File: src/rtl/ccd_pkg.sv
// Shared definitions for the CCD readout sequencer: state encoding,
// default line geometry (common with ccd2axis) and derived timing helpers.
package ccd_pkg;

  // Line sequencer states
  typedef enum logic [2:0] {
    ST_IDLE   = 3'd0,
    ST_SH     = 3'd1,
    ST_GAP    = 3'd2,
    ST_ACTIVE = 3'd3,
    ST_WAIT   = 3'd4
  } ccd_state_t;

  // Default sensor line geometry, also used by ccd2axis
  localparam int DEF_PRE_DUMMY_COLS  = 32;
  localparam int DEF_EFFECT_COLS     = 2048;
  localparam int DEF_POST_DUMMY_COLS = 8;

  // Pixels clocked out per line, dummies included
  function automatic int ccd_total(input int pre_cols, input int effect_cols,
                                   input int post_cols);
    return pre_cols + effect_cols + post_cols;
  endfunction

  // Shortest legal line period: sh + gap + window + one low cycle so the
  // consumer always sees a fresh rising edge of line_valid
  function automatic int ccd_min_period(input int sh_width, input int sh_gap,
                                        input int total);
    return sh_width + sh_gap + total + 1;
  endfunction

endpackage

File: src/rtl/ccd_line_timer.sv
// One-line timing engine: on go it emits the sh pulse, the gap, the
// line_valid window with its column count, then idles out the period.
// line_end marks the last cycle of the period; line_end_soon the one before.
module ccd_line_timer
  import ccd_pkg::*;
#(
  parameter int TOTAL    = ccd_total(DEF_PRE_DUMMY_COLS, DEF_EFFECT_COLS, DEF_POST_DUMMY_COLS),
  parameter int SH_WIDTH = 16,
  parameter int SH_GAP   = 4,
  parameter int PCNT_W   = 17,
  parameter int COL_W    = 12
) (
  input  logic              pixel_clk,
  input  logic              rst,
  input  logic              go,
  input  logic [PCNT_W-1:0] period_m1,
  output logic              sh,
  output logic              line_valid,
  output logic              busy,
  output logic [COL_W-1:0]  col,
  output logic              line_end,
  output logic              line_end_soon
);

  localparam logic [PCNT_W-1:0] SH_LAST  = PCNT_W'(SH_WIDTH - 1);
  localparam logic [PCNT_W-1:0] GAP_LAST = PCNT_W'(SH_WIDTH + SH_GAP - 1);
  localparam logic [COL_W-1:0]  COL_LAST = COL_W'(TOTAL - 1);

  ccd_state_t        state_reg;
  logic [PCNT_W-1:0] pcnt_reg;
  logic [COL_W-1:0]  col_reg;
  logic              sh_reg;
  logic              line_valid_reg;
  logic              busy_reg;

  // Line FSM; outputs are set on the same edge as the state they belong to
  always_ff @(posedge pixel_clk) begin
    if (rst) begin
      state_reg      <= ST_IDLE;
      pcnt_reg       <= '0;
      col_reg        <= '0;
      sh_reg         <= 1'b0;
      line_valid_reg <= 1'b0;
      busy_reg       <= 1'b0;
    end else begin
      pcnt_reg <= pcnt_reg + PCNT_W'(1);
      unique case (state_reg)
        ST_IDLE: begin
          pcnt_reg <= '0;
          if (go) begin
            state_reg <= ST_SH;
            sh_reg    <= 1'b1;
            busy_reg  <= 1'b1;
          end
        end
        ST_SH: begin
          if (pcnt_reg == SH_LAST) begin
            state_reg <= ST_GAP;
            sh_reg    <= 1'b0;
          end
        end
        ST_GAP: begin
          if (pcnt_reg == GAP_LAST) begin
            state_reg      <= ST_ACTIVE;
            line_valid_reg <= 1'b1;
            col_reg        <= '0;
          end
        end
        ST_ACTIVE: begin
          col_reg <= col_reg + COL_W'(1);
          if (col_reg == COL_LAST) begin
            state_reg      <= ST_WAIT;
            line_valid_reg <= 1'b0;
            col_reg        <= '0;
          end
        end
        ST_WAIT: begin
          if (pcnt_reg == period_m1) begin
            pcnt_reg <= '0;
            if (go) begin
              state_reg <= ST_SH;
              sh_reg    <= 1'b1;
            end else begin
              state_reg <= ST_IDLE;
              busy_reg  <= 1'b0;
            end
          end
        end
        default: begin
          state_reg      <= ST_IDLE;
          sh_reg         <= 1'b0;
          line_valid_reg <= 1'b0;
          busy_reg       <= 1'b0;
        end
      endcase
    end
  end

  assign sh            = sh_reg;
  assign line_valid    = line_valid_reg;
  assign busy          = busy_reg;
  assign col           = col_reg;
  assign line_end      = (state_reg == ST_WAIT) && (pcnt_reg == period_m1);
  // pcnt only passes P-2 once per line, and always inside ACTIVE or WAIT
  assign line_end_soon = (state_reg != ST_IDLE) && (pcnt_reg == period_m1 - PCNT_W'(1));

endmodule

File: src/rtl/ccd_capture_ctrl.sv
// CCD capture sequencer: latches capture config on start, counts rows,
// handles deferred stop and flags back-pressure inside the effective window.
module ccd_capture_ctrl
  import ccd_pkg::*;
#(
  parameter int PRE_DUMMY_COLS  = DEF_PRE_DUMMY_COLS,
  parameter int EFFECT_COLS     = DEF_EFFECT_COLS,
  parameter int POST_DUMMY_COLS = DEF_POST_DUMMY_COLS,
  parameter int SH_WIDTH        = 16,
  parameter int SH_GAP          = 4,
  parameter int PERIOD_W        = 16
) (
  input  logic                pixel_clk,
  input  logic                rst,
  input  logic                start,
  input  logic                stop,
  input  logic                continuous,
  input  logic [PERIOD_W-1:0] line_period,
  input  logic [10:0]         rows,
  input  logic                m_axis_tready,
  output logic                sh,
  output logic                line_valid,
  output logic                busy,
  output logic [10:0]         row_index,
  output logic                frame_done,
  output logic                overflow
);

  localparam int TOTAL      = ccd_total(PRE_DUMMY_COLS, EFFECT_COLS, POST_DUMMY_COLS);
  localparam int MIN_PERIOD = ccd_min_period(SH_WIDTH, SH_GAP, TOTAL);
  localparam int PCNT_W     = PERIOD_W + 1;
  localparam int COL_W      = (TOTAL > 1) ? $clog2(TOTAL) : 1;

  localparam logic [PCNT_W-1:0] MIN_P  = PCNT_W'(MIN_PERIOD);
  localparam logic [COL_W:0]    EFF_LO = (COL_W + 1)'(PRE_DUMMY_COLS);
  localparam logic [COL_W:0]    EFF_HI = (COL_W + 1)'(PRE_DUMMY_COLS + EFFECT_COLS);

  logic              continuous_reg;
  logic [PCNT_W-1:0] period_m1_reg;
  logic [10:0]       rows_m1_reg;
  logic [10:0]       row_index_reg;
  logic              stop_pend_reg;
  logic              frame_done_reg;
  logic              overflow_reg;

  logic              line_end;
  logic              line_end_soon;
  logic [COL_W-1:0]  col;
  logic              accept;
  logic              last_row;
  logic              go;
  logic              in_eff;
  logic [PCNT_W-1:0] period_ext;
  logic [PCNT_W-1:0] period_eff;

  assign accept     = !busy && start && !stop;
  assign last_row   = (row_index_reg == rows_m1_reg);
  assign go         = accept ||
                      (line_end && !stop_pend_reg && (!last_row || continuous_reg));
  assign period_ext = {1'b0, line_period};
  assign period_eff = (period_ext < MIN_P) ? MIN_P : period_ext;
  assign in_eff     = ({1'b0, col} >= EFF_LO) && ({1'b0, col} < EFF_HI);

  ccd_line_timer #(
    .TOTAL    (TOTAL),
    .SH_WIDTH (SH_WIDTH),
    .SH_GAP   (SH_GAP),
    .PCNT_W   (PCNT_W),
    .COL_W    (COL_W)
  ) u_line_timer (
    .pixel_clk     (pixel_clk),
    .rst           (rst),
    .go            (go),
    .period_m1     (period_m1_reg),
    .sh            (sh),
    .line_valid    (line_valid),
    .busy          (busy),
    .col           (col),
    .line_end      (line_end),
    .line_end_soon (line_end_soon)
  );

  // Capture configuration is frozen for the whole capture once accepted
  always_ff @(posedge pixel_clk) begin
    if (rst) begin
      continuous_reg <= 1'b0;
      period_m1_reg  <= MIN_P - PCNT_W'(1);
      rows_m1_reg    <= '0;
    end else if (accept) begin
      continuous_reg <= continuous;
      period_m1_reg  <= period_eff - PCNT_W'(1);
      rows_m1_reg    <= (rows == 11'd0) ? 11'd0 : rows - 11'd1;
    end
  end

  // Row counting, deferred stop and the frame_done pulse. frame_done is
  // decided one cycle early so it lands on the last cycle of the frame;
  // including the live stop keeps it consistent with stop_pend at line_end.
  always_ff @(posedge pixel_clk) begin
    if (rst) begin
      row_index_reg  <= '0;
      stop_pend_reg  <= 1'b0;
      frame_done_reg <= 1'b0;
    end else begin
      frame_done_reg <= line_end_soon && last_row && !(stop_pend_reg || stop);
      if (accept) begin
        row_index_reg <= '0;
      end else if (line_end) begin
        if (stop_pend_reg || last_row) row_index_reg <= '0;
        else                           row_index_reg <= row_index_reg + 11'd1;
      end
      if (line_end && !go)    stop_pend_reg <= 1'b0;
      else if (busy && stop)  stop_pend_reg <= 1'b1;
    end
  end

  // Sticky overflow: consumer stalled while real pixels were on the bus
  always_ff @(posedge pixel_clk) begin
    if (rst || accept)                          overflow_reg <= 1'b0;
    else if (line_valid && in_eff && !m_axis_tready) overflow_reg <= 1'b1;
  end

  assign row_index  = row_index_reg;
  assign frame_done = frame_done_reg;
  assign overflow   = overflow_reg;

endmodule

File: config.mk
export PLATFORM = sky130hd
export DESIGN_NAME = ccd_capture_ctrl
export DESIGN_NICKNAME = d
export VERILOG_FILES = /design/src/rtl/ccd_pkg.sv /design/src/rtl/ccd_line_timer.sv /design/src/rtl/ccd_capture_ctrl.sv
export SDC_FILE = /design/constraint.sdc
export NUM_CORES = 1
export LEC_CHECK = 0
export BUFFER_PORTS_ARGS = -buffer_cell sky130_fd_sc_hd__clkbuf_2
export CELL_PAD_IN_SITES_DETAIL_PLACEMENT = 1
export CELL_PAD_IN_SITES_GLOBAL_PLACEMENT = 1
export CORE_ASPECT_RATIO = 2
export CORE_MARGIN = 2
export CORE_UTILIZATION = 40
export DETAILED_ROUTE_END_ITERATION = 16
export PLACE_DENSITY_LB_ADDON = 0.1
export SKIP_CTS_REPAIR_TIMING = 1
export SYNTH_ARGS = -nofsm -noshare
export SYNTH_HDL_FRONTEND = slang
export SYNTH_SLANG_ARGS = --single-unit
File: constraint.sdc
create_clock -name pixel_clk -period 4.43 [get_ports pixel_clk]
set_input_delay 0.6645 -clock pixel_clk [delete_from_list [all_inputs] [get_ports pixel_clk]]
set_output_delay 0.6645 -clock pixel_clk [all_outputs]
set_load 0.05 [all_outputs]
==> impl_metrics.json, run 1 <==
{
  "outcome": "finished clean",
  "crit_path_top_delay_cell": "nor4_1",
  "gp_routability_congestion": 0.904,
  "final_setup_violations": 0,
  "arrival_ns": 3.77,
  "ant_nets": 0,
  "post_synth_inst_count": 581,
  "total_power_mw": 1.69,
  "min_period_over_period_pct": 79.5,
  "die_area_sq_um": 12500,
  "worstPathMaxFanout": 9,
  "timing.setup.tns_ns": 0,
  "power_density_nw_per_um2": 320,
  "dp.cells": 751,
  "synth_nets": 621,
  "track_usage_pct": 23.0,
  "clock_tree.buffer_depth": 2,
  "grt_first_pass_wirelength_um": 22700,
  "num_vias": 4325,
  "wire_per_inst_um": 17.7,
  "clk_latency_ns": 0.34,
  "cts.sink_count": 78,
  "async_reset_ff_share_pct": 0,
  "placedInstanceArea_sq_um": 4960,
  "grt_setup_unrepaired": "no",
  "yosys_warnings": 0,
  "timing.clock.skew_ns": 0.0106,
  "cp-end-kind": "register",
  "cts_tree": "built",
  "synthMostInstantiatedCell": "dfxtp_1",
  "routed_via_density": 5.65,
  "floorplan.core_area_sq_um": 11300,
  "crit_buf_inv": 2,
  "max_cap_viol_count": 0,
  "worst_slew_pin_slew_ns": 0.817,
  "synth_top_flop_cell": "dfxtp_1",
  "instances_no_fill": 766,
  "synth_common_cells": "dfxtp_1 (78), nor2_1 (75), xnor2_1 (54)",
  "critical_path.top_delay_family": "simple AND/OR/NAND/NOR gates",
  "post_route_cells_drive_above_1_share_pct": 12.7,
  "cts_inserted_buffers": 9,
  "avgSynthCellArea_sq_um": 7.95,
  "initial_core_util_pct": 40.9,
  "grt_remaining_overflow": 0,
  "synthesis.area_sq_um": 4620,
  "die_height_um": 156,
  "hold_viol_final": 0,
  "top_cells_by_area_in_the_synthesized_netlist": "dfxtp_1 (34%), xnor2_1 (10%), nor2_1 (6.1%), xor2_1 (4.9%), nand2_1 (3.7%)",
  "io_pins": 49,
  "drt_pre_antenna_iters": 4,
  "synth_largest_type_area_fraction_pct": 33.8,
  "fp-row-count": 55,
  "floorplan.die.width_um": 80.0,
  "slowest_delay_ns": 0.64,
  "postSynthRegisterBits": 78,
  "relSlewSlack_pct": 45.2,
  "ctsHtreeMaxLevel": 3,
  "synth_edf_count": 0,
  "fmax_mhz": 284,
  "cts_root_buf": "clkbuf_16",
  "grt_pass1_vias": 4731,
  "gr-usage-met1_pct": 21.9,
  "required_ns": 4.68,
  "finalWorstPathRequiredPeriod_ns": 3.52,
  "worstHoldPathType": "register to register",
  "initialDrtViolationCount": 78,
  "global_route.peak_usage_layer": "met2",
  "clock_transition_at_path_regs_ns": 0.06,
  "antenna_cells": 0,
  "place_hpwl_um": 10700,
  "fin_nets": 660,
  "worstSetupStartpointType": "input pin",
  "synth_cell_type_count": 59,
  "synth_sequential_area_ratio_pct": 33.8,
  "yosys.area.top_type": "dfxtp_1",
  "number_of_antenna_violations_at_the_first_check_in_global_routing": 0,
  "drt-total-wl_um": 13500,
  "post-route-drc-count": 0,
  "grtUsageMet3_pct": 3.36,
  "grt_max_degree": 36,
  "io_buffers": 48,
  "finish.instance_area_sq_um": 5280,
  "met2_usage_pct": 47.1,
  "timing.hold.ws_ns": 0.459,
  "worst_path_cell_chain": "clkbuf_2, nor4_1, o211ai_1, a21boi_1, buf_4, nand2b_1, ha_1, nor4bb_1, nand4_1, nor3_1, xnor2_1, a211oi_1",
  "leakage_nw": 1.84,
  "flow.area_growth_from_synthesis_pct": 14.3,
  "worst_ir_drop_vdd_v": 0.000190,
  "timing_worst_setup_path_type": "input pin to register",
  "final-max-slew-violation-count": 0
}
-- metal layers --
metal / wire (um) / part of all wire [%]
met4: 289 / 2.1
met1: 4860 / 36
met5: 0 / 0
met3: 242 / 1.8
met2: 8150 / 60
-- worst reg2reg max path: cells and delay by family (launching register included) --
kind            cells  cell delay, ns
xor+xnor            1            0.40
compound gates      1            0.73
flops               1            0.39
simple gates        4            1.12
-- where the power goes --
group / internal (mW) / leakage, nW / switching, mW / total [mW]
clock: 0.507 / 0.153 / 0.287 / 0.795
combinational: 0.0624 / 1.06 / 0.0926 / 0.155
sequential: 0.718 / 0.632 / 0.0202 / 0.738
total: 1.29 / 1.84 / 0.400 / 1.69
-- final cells by class --
cell class | instances | area, sq um
fill | 1417 | 6010
tap | 142 | 178
timing repair buffer | 54 | 285
clock buffer | 12 | 246
sequential | 78 | 1560
inverter | 19 | 71.3
multi-input combinational | 458 | 2870
clock inverter | 3 | 68.8
-- path summary, 6_finish.rpt --
check	end	startpoint	slack (ns)	cells after the start
worst max register to register	row_index[0]$_SDFFE_PP0P_	u_line_timer.pcnt_reg[11]$_SDFF_PP0_	1.65	6
worst min-delay path	rows_m1_reg[5]$_SDFFE_PP0P_	rows_m1_reg[5]$_SDFFE_PP0P_	0.46	2
worst min register to register	rows_m1_reg[5]$_SDFFE_PP0P_	rows_m1_reg[5]$_SDFFE_PP0P_	0.46	2
worst max-delay path	period_m1_reg[14]$_SDFFE_PP0P_	line_period[8]	0.91	12
-- metrics by stage --
stage | utilization (%) | setup slack (ns)
floorplan | - | 1.14
global placement | 44.0 | 0.915
detailed placement | 44.0 | 0.616
CTS | 46.8 | 0.957
global route | 46.8 | 0.639
finish | 46.8 | 0.909
-- kinds of logic (layout without fill, tap and decap cells) --
| group | Yosys count | in the layout | synth area share, % |
|---|---|---|---|
| AOI/OAI and AO/OA | 114 | 114 | 15.7 |
| xor gates and xnor gates | 81 | 81 | 15.5 |
| adders and majority gates | 7 | 7 | 1.90 |
| buffers and inverters | 45 | 88 | 4.23 |
| DFF | 78 | 78 | 33.8 |
| muxes | 3 | 3 | 0.677 |
| and+or+nand+nor | 253 | 253 | 28.2 |
-- cells in the final DEF (no fill, tap or decap), types with 8 or more instances in the layout --
cell,n
nand2_1,46
nand3_1,19
nor4_1,14
xnor2_1,54
xor2_1,26
o21ai_1,12
and3_1,11
nor3_1,20
clkbuf_16,9
nand4_1,15
or3_1,15
or4_1,8
nor2_1,75
inv_1,18
o21ai_0,28
clkbuf_2,48
a21oi_1,27
dfxtp_1,78
Power figures use the tool's default switching activity.
==> inputs of run 2 (changes only) <==
==> constraint.sdc (replaced) <==
create_clock -name pixel_clk -period 3.5 [get_ports pixel_clk]
set_input_delay 0.525 -clock pixel_clk [delete_from_list [all_inputs] [get_ports pixel_clk]]
set_output_delay 0.525 -clock pixel_clk [all_outputs]
set_load 0.05 [all_outputs]
==> run 2 against run 1 <==
- first-iteration DRC count rose by 32%
- combinational power increased by 29%
- critical path depth is 1 lower
- setup slack lost 0.29 ns
- total power grew 23%
- wire length rose by 3.1%
- critical path type unchanged
- critical endpoint unchanged
==> impl_metrics.json, run 2 (synthesis results as in run 1) <==
{
  "outcome": "finished clean",
  "clock_tree.buffer_depth": 2,
  "io_pins": 49,
  "grt_first_pass_wirelength_um": 23400,
  "post-route-worst-setup-slack_ns": 0.614,
  "drt-total-wl_um": 14000,
  "initialDrtViolationCount": 103,
  "floorplan.core_area_sq_um": 11300,
  "dp.cells": 754,
  "finalWorstPathRequiredPeriod_ns": 2.89,
  "cts.sink_count": 78,
  "fmax_mhz": 347,
  "ctsHtreeMaxLevel": 3,
  "instances_no_fill": 770,
  "grt_setup_unrepaired": "no",
  "place_worst_setup_slack_ns": 0.293,
  "num_vias": 4394,
  "final-max-slew-violation-count": 0,
  "fp-row-count": 55,
  "leakage_nw": 1.85,
  "gr-usage-met1_pct": 23.1,
  "hold_viol_final": 0,
  "antenna_cells": 0,
  "finish.instance_area_sq_um": 5280,
  "power_density_nw_per_um2": 392,
  "layout.area.seq_sq_um": 1560,
  "grt_pass1_vias": 4793,
  "ant_nets": 0,
  "routed_via_density": 5.71,
  "worstSetupStartpointType": "input pin",
  "gp_routability_congestion": 0.952,
  "die_height_um": 156,
  "grt_remaining_overflow": 0,
  "slowest_delay_ns": 0.65,
  "timing.clock.skew_ns": 0.0104,
  "place_hpwl_um": 11000,
  "track_usage_pct": 23.9,
  "cts_root_buf": "clkbuf_16",
  "drt_pre_antenna_iters": 4,
  "worst_ir_drop_vdd_v": 0.000313,
  "number_of_antenna_violations_at_the_first_check_in_global_routing": 0,
  "fillerInstances": 1415,
  "timing_worst_setup_path_type": "input pin to register",
  "worstHoldPathType": "input pin to register",
  "initial_core_util_pct": 40.9,
  "worstPathMaxFanout": 4,
  "grtUsageMet3_pct": 3.01,
  "timing.setup.tns_ns": 0,
  "required_ns": 3.75,
  "wire_per_inst_um": 18.1,
  "floorplan.die.width_um": 80.0,
  "cts_inserted_buffers": 9,
  "min_period_over_period_pct": 82.5,
  "worst_path_cell_chain": "clkbuf_2, nor4_1, o211ai_1, a21boi_1, nand2b_1, ha_1, nor4bb_1, nand4_1, nor3_1, xnor2_1, a211oi_1",
  "fin_nets": 663,
  "clock_transition_at_path_regs_ns": 0.07,
  "final_setup_violations": 0,
  "die_area_sq_um": 12500,
  "worst_slew_pin_slew_ns": 0.827,
  "post-route-drc-count": 0,
  "flow.area_growth_from_synthesis_pct": 14.3,
  "arrival_ns": 3.14,
  "max_cap_viol_count": 0,
  "post_route_cells_drive_above_1_share_pct": 13.2,
  "io_buffers": 48,
  "grt_max_degree": 33,
  "placedInstanceArea_sq_um": 4980,
  "multi_input_area_sq_um": 2870,
  "relSlewSlack_pct": 44.5,
  "mostFrequentLayoutCells": "dfxtp_1 (78), nor2_1 (75), xnor2_1 (54)",
  "met2_usage_pct": 48.7,
  "cp-end-kind": "register",
  "cts_tree": "built",
  "crit_path_top_delay_cell": "nor4bb_1",
  "final_common_cell": "dfxtp_1",
  "global_route.peak_usage_layer": "met2",
  "clk_latency_ns": 0.34,
  "total_power_mw": 2.07
}
run 2: critical path: cells and delay by family:
family / cells / cell delay (ns)
and+or+nand+nor: 5 / 1.64
AOI/OAI and AO/OA: 3 / 0.56
adders and majority gates: 1 / 0.20
buffers and inverters: 1 / 0.11
xor gates and xnor gates: 1 / 0.10
run 2: stage by stage:
| step | hold slack [ns] | util (%) |
|---|---|---|
| 6_report | 0.414 | 46.8 |
| 4_1_cts | 0.418 | 46.8 |
| 5_1_grt | 0.431 | 46.8 |
| 3_5_place_dp | 0.457 | 44.2 |
| 3_3_place_gp | 0.447 | 44.2 |
| 2_1_floorplan | 0.436 | - |
run 2: cell type report:
class | instances | share of cell area [%]
Multi-Input combinational cell | 458 | 54.3
Tap cell | 142 | 3.37
Clock inverter | 5 | 1.14
Sequential cell | 78 | 29.6
Inverter | 19 | 1.35
Timing Repair Buffer | 57 | 5.83
Clock buffer | 11 | 4.41
run 2: worst paths after layout:
path / startpoint / endpoint / slack [ns] / depth (start not counted)
worst max-delay path: line_period[8] / period_m1_reg[14]$_SDFFE_PP0P_ / 0.61 / 11
worst min-delay path: rst / rows_m1_reg[10]$_SDFFE_PP0P_ / 0.41 / 2
worst max register to register: u_line_timer.pcnt_reg[12]$_SDFF_PP0_ / row_index[3]$_SDFFE_PP0P_ / 0.66 / 6
worst min register to register: rows_m1_reg[9]$_SDFFE_PP0P_ / rows_m1_reg[9]$_SDFFE_PP0P_ / 0.46 / 2
run 2: per-layer routing:
layer | up-vias | part of all wire (%)
met4 | 0 | 2.4
met3 | 26 | 1.8
li1 | 2153 | -
met1 | 2162 | 35
met2 | 53 | 60
met5 | - | 0
run 2: power by group:
group / total [mW] / internal (mW) / switching [mW]
sequential: 0.933 / 0.908 / 0.0252
clock: 0.934 / 0.554 / 0.380
combinational: 0.200 / 0.0801 / 0.120
==> inputs of run 3 (changes only) <==
==> constraint.sdc (replaced) <==
create_clock -name pixel_clk -period 2.69 [get_ports pixel_clk]
set_input_delay 0.4035 -clock pixel_clk [delete_from_list [all_inputs] [get_ports pixel_clk]]
set_output_delay 0.4035 -clock pixel_clk [all_outputs]
set_load 0.05 [all_outputs]
==> run 3 against run 2 <==
- critical path depth is 5 lower
- wire length is 1.5% lower
- cell area is 2.2% higher
- non-clock buffer count is 15 higher
- largest power group is now sequential cells
- highest routed layer unchanged
- first-iteration DRC count is 41% lower
==> impl_metrics.json, run 3 (synthesis results as in run 1) <==
{
  "outcome": "finished clean",
  "leakage_nw": 1.92,
  "final_setup_violations": 0,
  "worstHoldPathType": "input pin to register",
  "gp_routability_congestion": 0.913,
  "cts_root_buf": "clkbuf_16",
  "grt_pass1_vias": 4818,
  "antenna_cells": 0,
  "clock_tree.buffer_depth": 2,
  "hold_viol_final": 0,
  "cts_inserted_buffers": 9,
  "initial_core_util_pct": 40.9,
  "final_common_cell": "dfxtp_1",
  "layout.area.seq_sq_um": 1560,
  "multi_input_area_sq_um": 2880,
  "grt_max_degree": 35,
  "worstSetupStartpointType": "register",
  "intPower_mw": 2.00,
  "cts.sink_count": 78,
  "floorplan.die.width_um": 80.0,
  "ant_nets": 0,
  "finalWorstPathRequiredPeriod_ns": 2.37,
  "num_vias": 4418,
  "relSlewSlack_pct": 46.3,
  "post_route_cells_drive_above_1_share_pct": 15.6,
  "min_period_over_period_pct": 88.0,
  "wire_per_inst_um": 17.5,
  "clk_latency_ns": 0.33,
  "clockPowerShare_pct": 44.4,
  "die_area_sq_um": 12500,
  "floorplan.core_area_sq_um": 11300,
  "io_pins": 49,
  "ctsHtreeMaxLevel": 3,
  "routed_via_density": 5.64,
  "total_switching_power_mw": 0.660,
  "max_cap_viol_count": 0,
  "clock_transition_at_path_regs_ns": 0.06,
  "grt_remaining_overflow": 0,
  "fin_nets": 678,
  "place_hpwl_um": 11100,
  "worstPathMaxFanout": 8,
  "cp-end-kind": "register",
  "drt-total-wl_um": 13700,
  "initialDrtViolationCount": 61,
  "timing.setup.tns_ns": 0,
  "timing.hold.ws_ns": 0.313,
  "worst_slew_pin_slew_ns": 0.800,
  "power.sequential.fraction_pct": 45.5,
  "power_frac_comb_pct": 10.1,
  "power_density_nw_per_um2": 494,
  "post-route-drc-count": 0,
  "power.share.switching_pct": 24.8,
  "grt_first_pass_wirelength_um": 23200,
  "die_height_um": 156,
  "grt_setup_unrepaired": "no",
  "track_usage_pct": 23.6,
  "arrival_ns": 2.64,
  "fp-row-count": 55,
  "io_buffers": 48,
  "timing.clock.skew_ns": 0.00870,
  "final-max-slew-violation-count": 0,
  "number_of_antenna_violations_at_the_first_check_in_global_routing": 0,
  "fillerInstances": 1413,
  "worst_ir_drop_vdd_v": 0.000311,
  "drt_pre_antenna_iters": 4,
  "flow.area_growth_from_synthesis_pct": 16.8,
  "timing_worst_setup_path_type": "register to register",
  "mostFrequentLayoutCells": "dfxtp_1 (78), nor2_1 (75), xnor2_1 (54)",
  "fmax_mhz": 422,
  "cts_tree": "built",
  "required_ns": 2.96
}
run 3: cell types whose count changed in the layout (fill, tap and decap cells not counted), sizes merged:
cell,change
buf,+15
clkinvlp,-1
run 3: worst max-delay path, cell delays in order, from the launching register on:
cell and delay, ns:
dfxtp_1 0.39, xnor2_1 0.34, nand4b_1 0.21, nor4_4 0.44
nand4_1 0.36, or3_1 0.43, a21oi_1 0.13
run 3: area by class of cell:
cell class / count / share of cell area (%)
Clock inverter: 4 / 0.904
Timing Repair Buffer: 72 / 7.79
Inverter: 19 / 1.32
Tap cell: 142 / 3.29
Multi-Input combinational cell: 458 / 53.4
Clock buffer: 11 / 4.31
Sequential cell: 78 / 28.9
run 3: metal layers:
layer	track usage (%)	up-vias	share of wire [%]
li1	-	2178	-
met5	0	-	0
met3	2.60	24	1.5
met1	22.3	2171	35
met4	8.64	0	2.8
met2	49.0	45	60
run 3: final timing paths:
check / from / endpoint / slack (ns) / cells after the start
worst max register to register: period_m1_reg[7]$_SDFFE_PP0P_ / row_index[9]$_SDFFE_PP0P_ / 0.32 / 6
worst min register to register: rows_m1_reg[4]$_SDFFE_PP0P_ / rows_m1_reg[4]$_SDFFE_PP0P_ / 0.46 / 2
worst min-delay path: continuous / continuous_reg$_SDFFE_PP0P_ / 0.31 / 3
worst max-delay path: period_m1_reg[7]$_SDFFE_PP0P_ / row_index[9]$_SDFFE_PP0P_ / 0.32 / 6
run 3: power groups by stage:
stage	logic [mW]	registers [mW]	clock network, mW
floorplan	0.169	1.23	0
global route	0.303	1.22	1.26
global placement	0.265	1.24	0
CTS	0.274	1.21	1.21
finish	0.270	1.21	1.18
detailed placement	0.272	1.24	0
run 3: through the flow:
| stage | instances | setup WS, ns | power [mW] | utilization [%] | cell area (sq um) |
|---|---|---|---|---|---|
| 2_1_floorplan | 581 | 0.00591 | 1.40 | - | 4630 |
| 3_3_place_gp | 769 | 0.117 | 1.50 | 45.3 | 5110 |
| 3_5_place_dp | 769 | 0.00484 | 1.51 | 45.3 | 5110 |
| 4_1_cts | 784 | 0.294 | 2.69 | 47.8 | 5400 |
| 5_1_grt | 784 | 0.103 | 2.78 | 47.8 | 5400 |
| 6_report | 784 | 0.323 | 2.66 | 47.8 | 5400 |
